<file path="src/rtl/mem_access_stage.sv">
// rtl/mem_access_stage.sv - KANADE32 memory-access stage: data-memory handshake, branch resolution, writeback register
//
// Ports:
//   clk, reset            clock and synchronous active-high reset
//   in_*                  execute/memory stage register fields; in_ready low stalls upstream
//   pc_src, pc_target     one-cycle PC redirect request and its target
//   flush                 one-cycle squash of younger stages, paired with pc_src
//   dmem_*                data-memory request/acknowledge interface (word addressed)
//   wb_*                  registered writeback fields; wb_valid pulses once per retired instruction
//   stall_cycles          saturating count of cycles spent with in_ready low
module mem_access_stage #(
  parameter int ADDR_W      = 30,
  parameter int STALL_CNT_W = 16
) (
  input  logic                   clk,
  input  logic                   reset,
  input  logic                   in_valid,
  output logic                   in_ready,
  input  logic [31:0]            in_next_pc,
  input  logic [31:0]            in_branch_pc,
  input  logic [31:0]            in_alu_result,
  input  logic [31:0]            in_store_data,
  input  logic [4:0]             in_wr_reg,
  input  logic                   in_dec_mem_to_reg,
  input  logic                   in_dec_reg_write,
  input  logic                   in_dec_mem_read,
  input  logic                   in_dec_mem_write,
  input  logic                   in_dec_branch,
  input  logic                   in_dec_jmp,
  input  logic                   in_alu_result_zero,
  output logic                   pc_src,
  output logic [31:0]            pc_target,
  output logic                   flush,
  output logic                   dmem_req,
  output logic                   dmem_we,
  output logic [ADDR_W-1:0]      dmem_addr,
  output logic [31:0]            dmem_wdata,
  input  logic                   dmem_ack,
  input  logic [31:0]            dmem_rdata,
  output logic                   wb_valid,
  output logic                   wb_reg_write,
  output logic [4:0]             wb_wr_reg,
  output logic [31:0]            wb_data,
  output logic [STALL_CNT_W-1:0] stall_cycles
);

  typedef enum logic {
    IDLE   = 1'b0,
    ACCESS = 1'b1
  } state_t;

  state_t state, state_next;

  logic accept;
  logic ack_done;
  logic taken;
  logic mem_op;
  logic wr_enable;

  // Instruction fields that must survive the memory access.
  logic [4:0]  lat_wr_reg;
  logic        lat_mem_to_reg;
  logic        lat_reg_write;
  logic [31:0] lat_alu_result;

  // PC+4 has no consumer here; link values already travel through the ALU result.
  logic unused_next_pc;
  assign unused_next_pc = ^in_next_pc;

  assign taken     = in_dec_jmp | (in_dec_branch & in_alu_result_zero);
  // Control-flow instructions never touch memory even if a decode bit leaks through.
  assign mem_op    = (in_dec_mem_read | in_dec_mem_write) & ~in_dec_branch & ~in_dec_jmp;
  // r0 is hardwired to zero, so writes to it are dropped here.
  assign wr_enable = in_dec_reg_write & (in_wr_reg != 5'd0);

  always_ff @(posedge clk) begin
    if (reset) begin
      state <= IDLE;
    end else begin
      state <= state_next;
    end
  end

  always_comb begin
    state_next = state;
    in_ready   = 1'b0;
    accept     = 1'b0;
    ack_done   = 1'b0;
    case (state)
      IDLE: begin
        in_ready = 1'b1;
        if (in_valid) begin
          accept = 1'b1;
          if (mem_op) begin
            state_next = ACCESS;
          end
        end
      end
      ACCESS: begin
        // A stray ack in IDLE never reaches this branch, so it is ignored.
        if (dmem_ack) begin
          ack_done   = 1'b1;
          state_next = IDLE;
        end
      end
      default: begin
        state_next = IDLE;
      end
    endcase
  end

  always_ff @(posedge clk) begin
    if (reset) begin
      pc_src         <= 1'b0;
      pc_target      <= 32'd0;
      flush          <= 1'b0;
      dmem_req       <= 1'b0;
      dmem_we        <= 1'b0;
      dmem_addr      <= '0;
      dmem_wdata     <= 32'd0;
      wb_valid       <= 1'b0;
      wb_reg_write   <= 1'b0;
      wb_wr_reg      <= 5'd0;
      wb_data        <= 32'd0;
      stall_cycles   <= '0;
      lat_wr_reg     <= 5'd0;
      lat_mem_to_reg <= 1'b0;
      lat_reg_write  <= 1'b0;
      lat_alu_result <= 32'd0;
    end else begin
      pc_src   <= 1'b0;
      flush    <= 1'b0;
      wb_valid <= 1'b0;

      if (accept) begin
        if (taken) begin
          pc_src    <= 1'b1;
          flush     <= 1'b1;
          pc_target <= in_branch_pc;
        end
        if (mem_op) begin
          dmem_req       <= 1'b1;
          // Read wins when both read and write are decoded.
          dmem_we        <= in_dec_mem_write & ~in_dec_mem_read;
          dmem_addr      <= in_alu_result[ADDR_W+1:2];
          dmem_wdata     <= in_store_data;
          lat_wr_reg     <= in_wr_reg;
          lat_mem_to_reg <= in_dec_mem_to_reg;
          lat_reg_write  <= wr_enable;
          lat_alu_result <= in_alu_result;
        end else begin
          wb_valid     <= 1'b1;
          wb_reg_write <= wr_enable;
          wb_wr_reg    <= in_wr_reg;
          wb_data      <= in_alu_result;
        end
      end

      if (ack_done) begin
        dmem_req     <= 1'b0;
        wb_valid     <= 1'b1;
        wb_reg_write <= lat_reg_write;
        wb_wr_reg    <= lat_wr_reg;
        wb_data      <= lat_mem_to_reg ? dmem_rdata : lat_alu_result;
      end

      if (!in_ready && (stall_cycles != {STALL_CNT_W{1'b1}})) begin
        stall_cycles <= stall_cycles + STALL_CNT_W'(1);
      end
    end
  end

endmodule

</file>
<file path="config.mk">
export PLATFORM = sky130hd
export DESIGN_NAME = mem_access_stage
export DESIGN_NICKNAME = d
export VERILOG_FILES = /design/src/rtl/mem_access_stage.sv
export SDC_FILE = /design/constraint.sdc
export NUM_CORES = 1
export LEC_CHECK = 0
export ABC_CLOCK_PERIOD_IN_PS = 1900
export CORE_MARGIN = 2
export CORE_UTILIZATION = 38
export CTS_BUF_LIST = sky130_fd_sc_hd__clkbuf_4 sky130_fd_sc_hd__clkbuf_8
export CTS_CLUSTER_DIAMETER = 80
export DETAILED_ROUTE_END_ITERATION = 16
export GPL_ROUTABILITY_DRIVEN = 0
export HOLD_SLACK_MARGIN = 0.03
export PLACE_DENSITY = 0.91
export SYNTH_ARGS = -nofsm -noshare
export SYNTH_HDL_FRONTEND = slang
export SYNTH_SLANG_ARGS = --single-unit
export TNS_END_PERCENT = 30
</file>
<file path="constraint.sdc">
create_clock -name clk -period 1.9 [get_ports clk]
set_input_delay 0.38 -clock clk [delete_from_list [all_inputs] [get_ports clk]]
set_output_delay 0.38 -clock clk [all_outputs]
set_load 0.02 [all_outputs]
</file>
* After elaboration in Yosys (flattened, before gate mapping)
Cells that the tools add are included.
** Storage, ports and cells
- Bits in read-only memories :: 0
- Register bits after elaboration :: 192
- Output and inout port bits :: 154
- Latch bits :: 0
- Memory bits (writable) :: 0
- Memories kept :: 0
** Cells by class
- Add/sub/neg operators :: 1
- Divide/modulo/power cells :: 0
- Equality and inequality tests :: 2
- Reductions and logical operators :: 8
- $mul :: 0
- Shift operators :: 0
- Bitwise operators :: 12
- Mux-type cells :: 23
- Order comparisons :: 0
** Operators by type and width (count)
- $mux 32 :: 4
- $add 16x1->16 const B :: 1
- $ne 16x16->1 const B :: 1
- $mux 1 :: 15
- $mux 5 :: 3
- $reduce_and 2->1 :: 3
- $and 1x1->1 :: 5
- $not 1->1 :: 5
- $reduce_bool 5->1 :: 1
- $reduce_or 2->1 :: 2
- $ne 2x2->1 const B :: 1
- $or 1x1->1 :: 2
- $pmux 1 s2 :: 1
- $reduce_bool 2->1 :: 1
- $logic_and 1x1->1 :: 1

* Longest topological paths before layout
- Depth after elaboration :: 6
- Gate-level depth with buffers :: 7
- Mapped depth without buffers :: 5

* Worst setup path before layout
No wires, ideal clock.
- Path type :: reg-to-reg
- From :: register stall_cycles[4]
- To :: register stall_cycles[15]
- Data arrival time :: 1895 ps
- Setup time :: 70 ps
- Setup slack :: -64 ps
- Required time :: 1830 ps
- Stages on the path, launching flop included :: 6
- Clock period less this slack :: 1964 ps
- Buffers on the path :: 1
- Cells stage by stage :: dfxtp_1 -> and4_1 -> or4b_1 -> clkbuf_2 -> or4_1 -> a21oi_1
** Between the ends
- Word-level cells in the longest chain between the ends :: 2
- Elaborated cells on any way between the ends :: 3
- Those cells by class :: add/sub: 1; eq/ne: 1; reduce/logical: 1
** RTL lines
- start: declaration :: line 44 : output logic [STALL_CNT_W-1:0] stall_cycles
- start signal: assignment :: line 168 : stall_cycles <= stall_cycles + STALL_CNT_W'(1);
- parallel branches: the longest is 2 deep, another holds $add 16x1->16
Several ways; the timed one is not identified.
A chain may end at the register's enable or synchronous reset.

* Worst setup path in the final report
- From :: register dmem_addr[18]
- To :: output dmem_addr[18]
** RTL lines
- start: declaration :: line 36 : output logic [ADDR_W-1:0] dmem_addr,
- start signal: assignment :: line 145 : dmem_addr <= in_alu_result[ADDR_W+1:2];
No word-level cell between the ends.

==> metrics.csv <==
stage;metric;value;unit
placed_design;DP Worst Slack;-0.308;ns
global_routing;first-pass GRT wire length;32000;um
timing;Setup Skew;0.0105;ns
worst_setup_path;Worst EP required;1.52;ns
cells_and_area;area of the multi-input gates;2880;um2
worst_setup_path;Crit Path Class;reg2out;
cells_and_area;Largest regs;dmem_wdata: 32 flops, pc_target: 32 flops, wb_data: 32 flops;
cells_and_area;Finished Layout Cells;1304;
run;Max Cap Viol;0;
global_routing;antenna violations before repair;0;
timing;final hold vios;0;
logic_synthesis;EDFF count, synth;0;
logic_synthesis;Syn. warnings;0;
clock_network;Worst-Skew Late Latency;0.44;ns
die;Initial Util;0.386;
clock_network;Hold Buf Count CTS;0;
global_routing;vias in the first global route;6494;
worst_setup_path;crit path capture type;primary output;
global_routing;grt ovf;0;
worst_setup_path;Buffers & Inverters on Critical Path;1;
cells_and_area;Area growth, synth to finish;56.6;%
worst_setup_path;max incr delay on CP;0.64;ns
min_path;Hold WC Path Type;in2reg;
timing;final worst path period share;0.963;
power_and_ir_drop;maximum vdd drop;388;uV
cells_and_area;share of layout cells above drive strength 1;0.0788;
worst_setup_path;CP startpoint kind;flop;
logic_synthesis;top cells by area, synth;dfxtp_1 (49%), nand2_1 (14%), a21oi_1 (11%);
logic_synthesis;Synth cell types;40;
placed_design;post-DP HPWL;14800;um
drt;Vias/cell;5.13;
cells_and_area;Final Util;0.604;
drt;vias;6685;
logic_synthesis;Yosys top cell area share;0.491;
timing;RSZ-0062 raised after global routing;false;
cells_and_area;Fill cells;1428;
clock_network;H-tree lvl count;4;
clock_network;CTS Sinks;162;
logic_synthesis;post-synth design cell area;6610;um2
logic_synthesis;Synth area leader;dfxtp_1;
logic_synthesis;Yosys reg bits;162;
worst_setup_path;CP max FO;3;
clock_network;maximum clock insertion buffer count;2;
timing;post-layout min period;1.83;ns
worst_setup_path;cell family with most CP delay;buffers and inverters;
drt;Routed Antenna Nets;0;
die;Die Footprint;18500;um2
placed_design;DP Cell Count;1272;
cells_and_area;Reg area;3260;um2
clock_network;Root Driver;clkbuf_8;
drt;Iteration-0 DRC Markers;251;
timing;worst setup margin;0.0705;ns
die;io pins;330;
die;core footprint;17100;um2
logic_synthesis;ys async rst share;0;
logic_synthesis;cell with the most instances after synthesis;nand2_1;
drt;average routed wire per standard cell;16.0;um
global_routing;GRT Overall Usage;0.220;
drt;post-route DRC violation count;0;
placed_design;port bufs;297;
clock_network;Num CTS Buffers;17;
logic_synthesis;Avg Synthesized Cell Area;8.22;um2
worst_setup_path;CP cell instances;clkdlybuf4s50_1;
clock_network;CTS tree;built;
timing;worst-case headroom to the max-slew limit;0.697;
power_and_ir_drop;Pwr Density;775;nW/um2
drt;iteration count of the initial detailed-routing pass;4;
die;Core Rows;48;
timing;Final setup viols;0;
timing;worst slew pin tran;0.450;ns
drt;drt total wl;20900;um
timing;Pins Over Slew Limit;0;
cells_and_area;Layout Nets;1243;
worst_setup_path;Crit-path slowest cell;clkdlybuf4s50_1;
logic_synthesis;Post-synth top cells;nand2_1 (248), dfxtp_1 (162), a21oi_1 (147);
timing;fmax;547;MHz
global_routing;largest net degree at the start of global routing;74;
die;die height;136;um
power_and_ir_drop;LEAKAGE;4.05;nW
worst_setup_path;Arr. time, crit path;1.45;ns
run_status;outcome;complete, no violations;
logic_synthesis;Synth Flop Type;dfxtp_1;
cells_and_area;antenna cells;0;
logic_synthesis;syn_nets;981;
logic_synthesis;register area share after synthesis;0.491;
clock_network;CTS clk-pin slew, worst paths;0.09;ns
die;Die Span X;136;um
logic_synthesis;Synth Instances;804;
per-layer routing:
metal | up-vias | wire [um] | share of wire | global-route usage
met5 | - | 0 | 0 | 0
met4 | 0 | 484 | 0.023 | 0.0914
met3 | 37 | 1900 | 0.091 | 0.0746
met2 | 281 | 10600 | 0.51 | 0.396
met1 | 3118 | 7840 | 0.38 | 0.234
li1 | 3249 | - | - | -
through the flow:
stage | hold WS, ns | setup TNS [ns] | power, mW | instance area [um2]
after global placement | 0.439 | -22.48 | 4.98 | 9830
after detailed placement | 0.448 | -26.68 | 5.01 | 9830
after floorplan | 0.434 | 0 | 4.27 | 6610
after global routing | 0.370 | 0 | 8.35 | 10300
final | 0.382 | 0 | 8.01 | 10300
after CTS | 0.342 | 0 | 8.11 | 10300
logic make-up (layout without fill, tap and decap cells):
| family | after synthesis | after routing | share of synthesized area |
|---|---|---|---|
| buffers and inverters | 96 | 371 | 0.0778 |
| multiplexers | 40 | 40 | 0.0606 |
| adder cells (fa/ha/maj) | 1 | 1 | 0.00189 |
| XOR/XNOR | 2 | 2 | 0.00265 |
| AO/OA/AOI/OAI | 203 | 203 | 0.179 |
| AND/OR/NAND/NOR | 300 | 300 | 0.187 |
| flip-flops | 162 | 162 | 0.491 |
power by group:
group / leakage, nW / switching (mW) / internal [mW]
logic: 2.48 / 0.603 / 0.705
registers: 1.33 / 0.0813 / 3.54
clock network: 0.245 / 1.31 / 1.77
total: 4.05 / 1.99 / 6.02
placed cells by master (no fill, tap or decap), types with 2 or more instances in the layout:
| cell | count |
|---|---|
| nor2_1 | 16 |
| dlymetal6s2s_1 | 11 |
| inv_1 | 3 |
| or4_1 | 4 |
| nand2_1 | 247 |
| o31ai_1 | 4 |
| nand3_1 | 5 |
| clkbuf_8 | 18 |
| clkbuf_4 | 2 |
| nor3_1 | 2 |
| clkdlybuf4s50_1 | 274 |
| xor2_1 | 2 |
| buf_12 | 12 |
| and4_1 | 3 |
| a21oi_1 | 147 |
| o21ai_0 | 4 |
| clkinv_4 | 2 |
| mux2i_1 | 40 |
| or3_1 | 6 |
| nand4_1 | 5 |
| buf_4 | 28 |
| bufinv_16 | 6 |
| nand2b_1 | 2 |
| a221oi_1 | 32 |
| o21ai_1 | 2 |
| inv_6 | 2 |
| dfxtp_2 | 7 |
| dfxtp_1 | 154 |
| a211oi_1 | 8 |
| dlygate4sd2_1 | 11 |
what timing repair did:
action                                  4_1_cts  5_1_grt
gates resized for setup                      11       15
buffers inserted                              0        0
endpoints found under the setup margin       11       13
area by class of cell:
type | count | area share
repair buffers | 336 | 0.331
flip-flops and latches | 162 | 0.315
multi-input cells | 546 | 0.278
well taps | 225 | 0.0272
clock buffers | 20 | 0.0254
clock inverters | 12 | 0.0220
inverters | 3 | 0.00109
worst paths after layout:
kind | from | to | slack (ns) | cells after the start
setup / recovery | dmem_addr[18] | dmem_addr[18] | 0.07 | 1
hold reg to reg | pc_target[6] | pc_target[6] | 0.46 | 2
hold / removal | reset | stall_cycles[0] | 0.38 | 2
setup reg to reg | stall_cycles[5] | stall_cycles[13] | 0.11 | 4
Note: power is estimated with default switching activity, not from simulation.
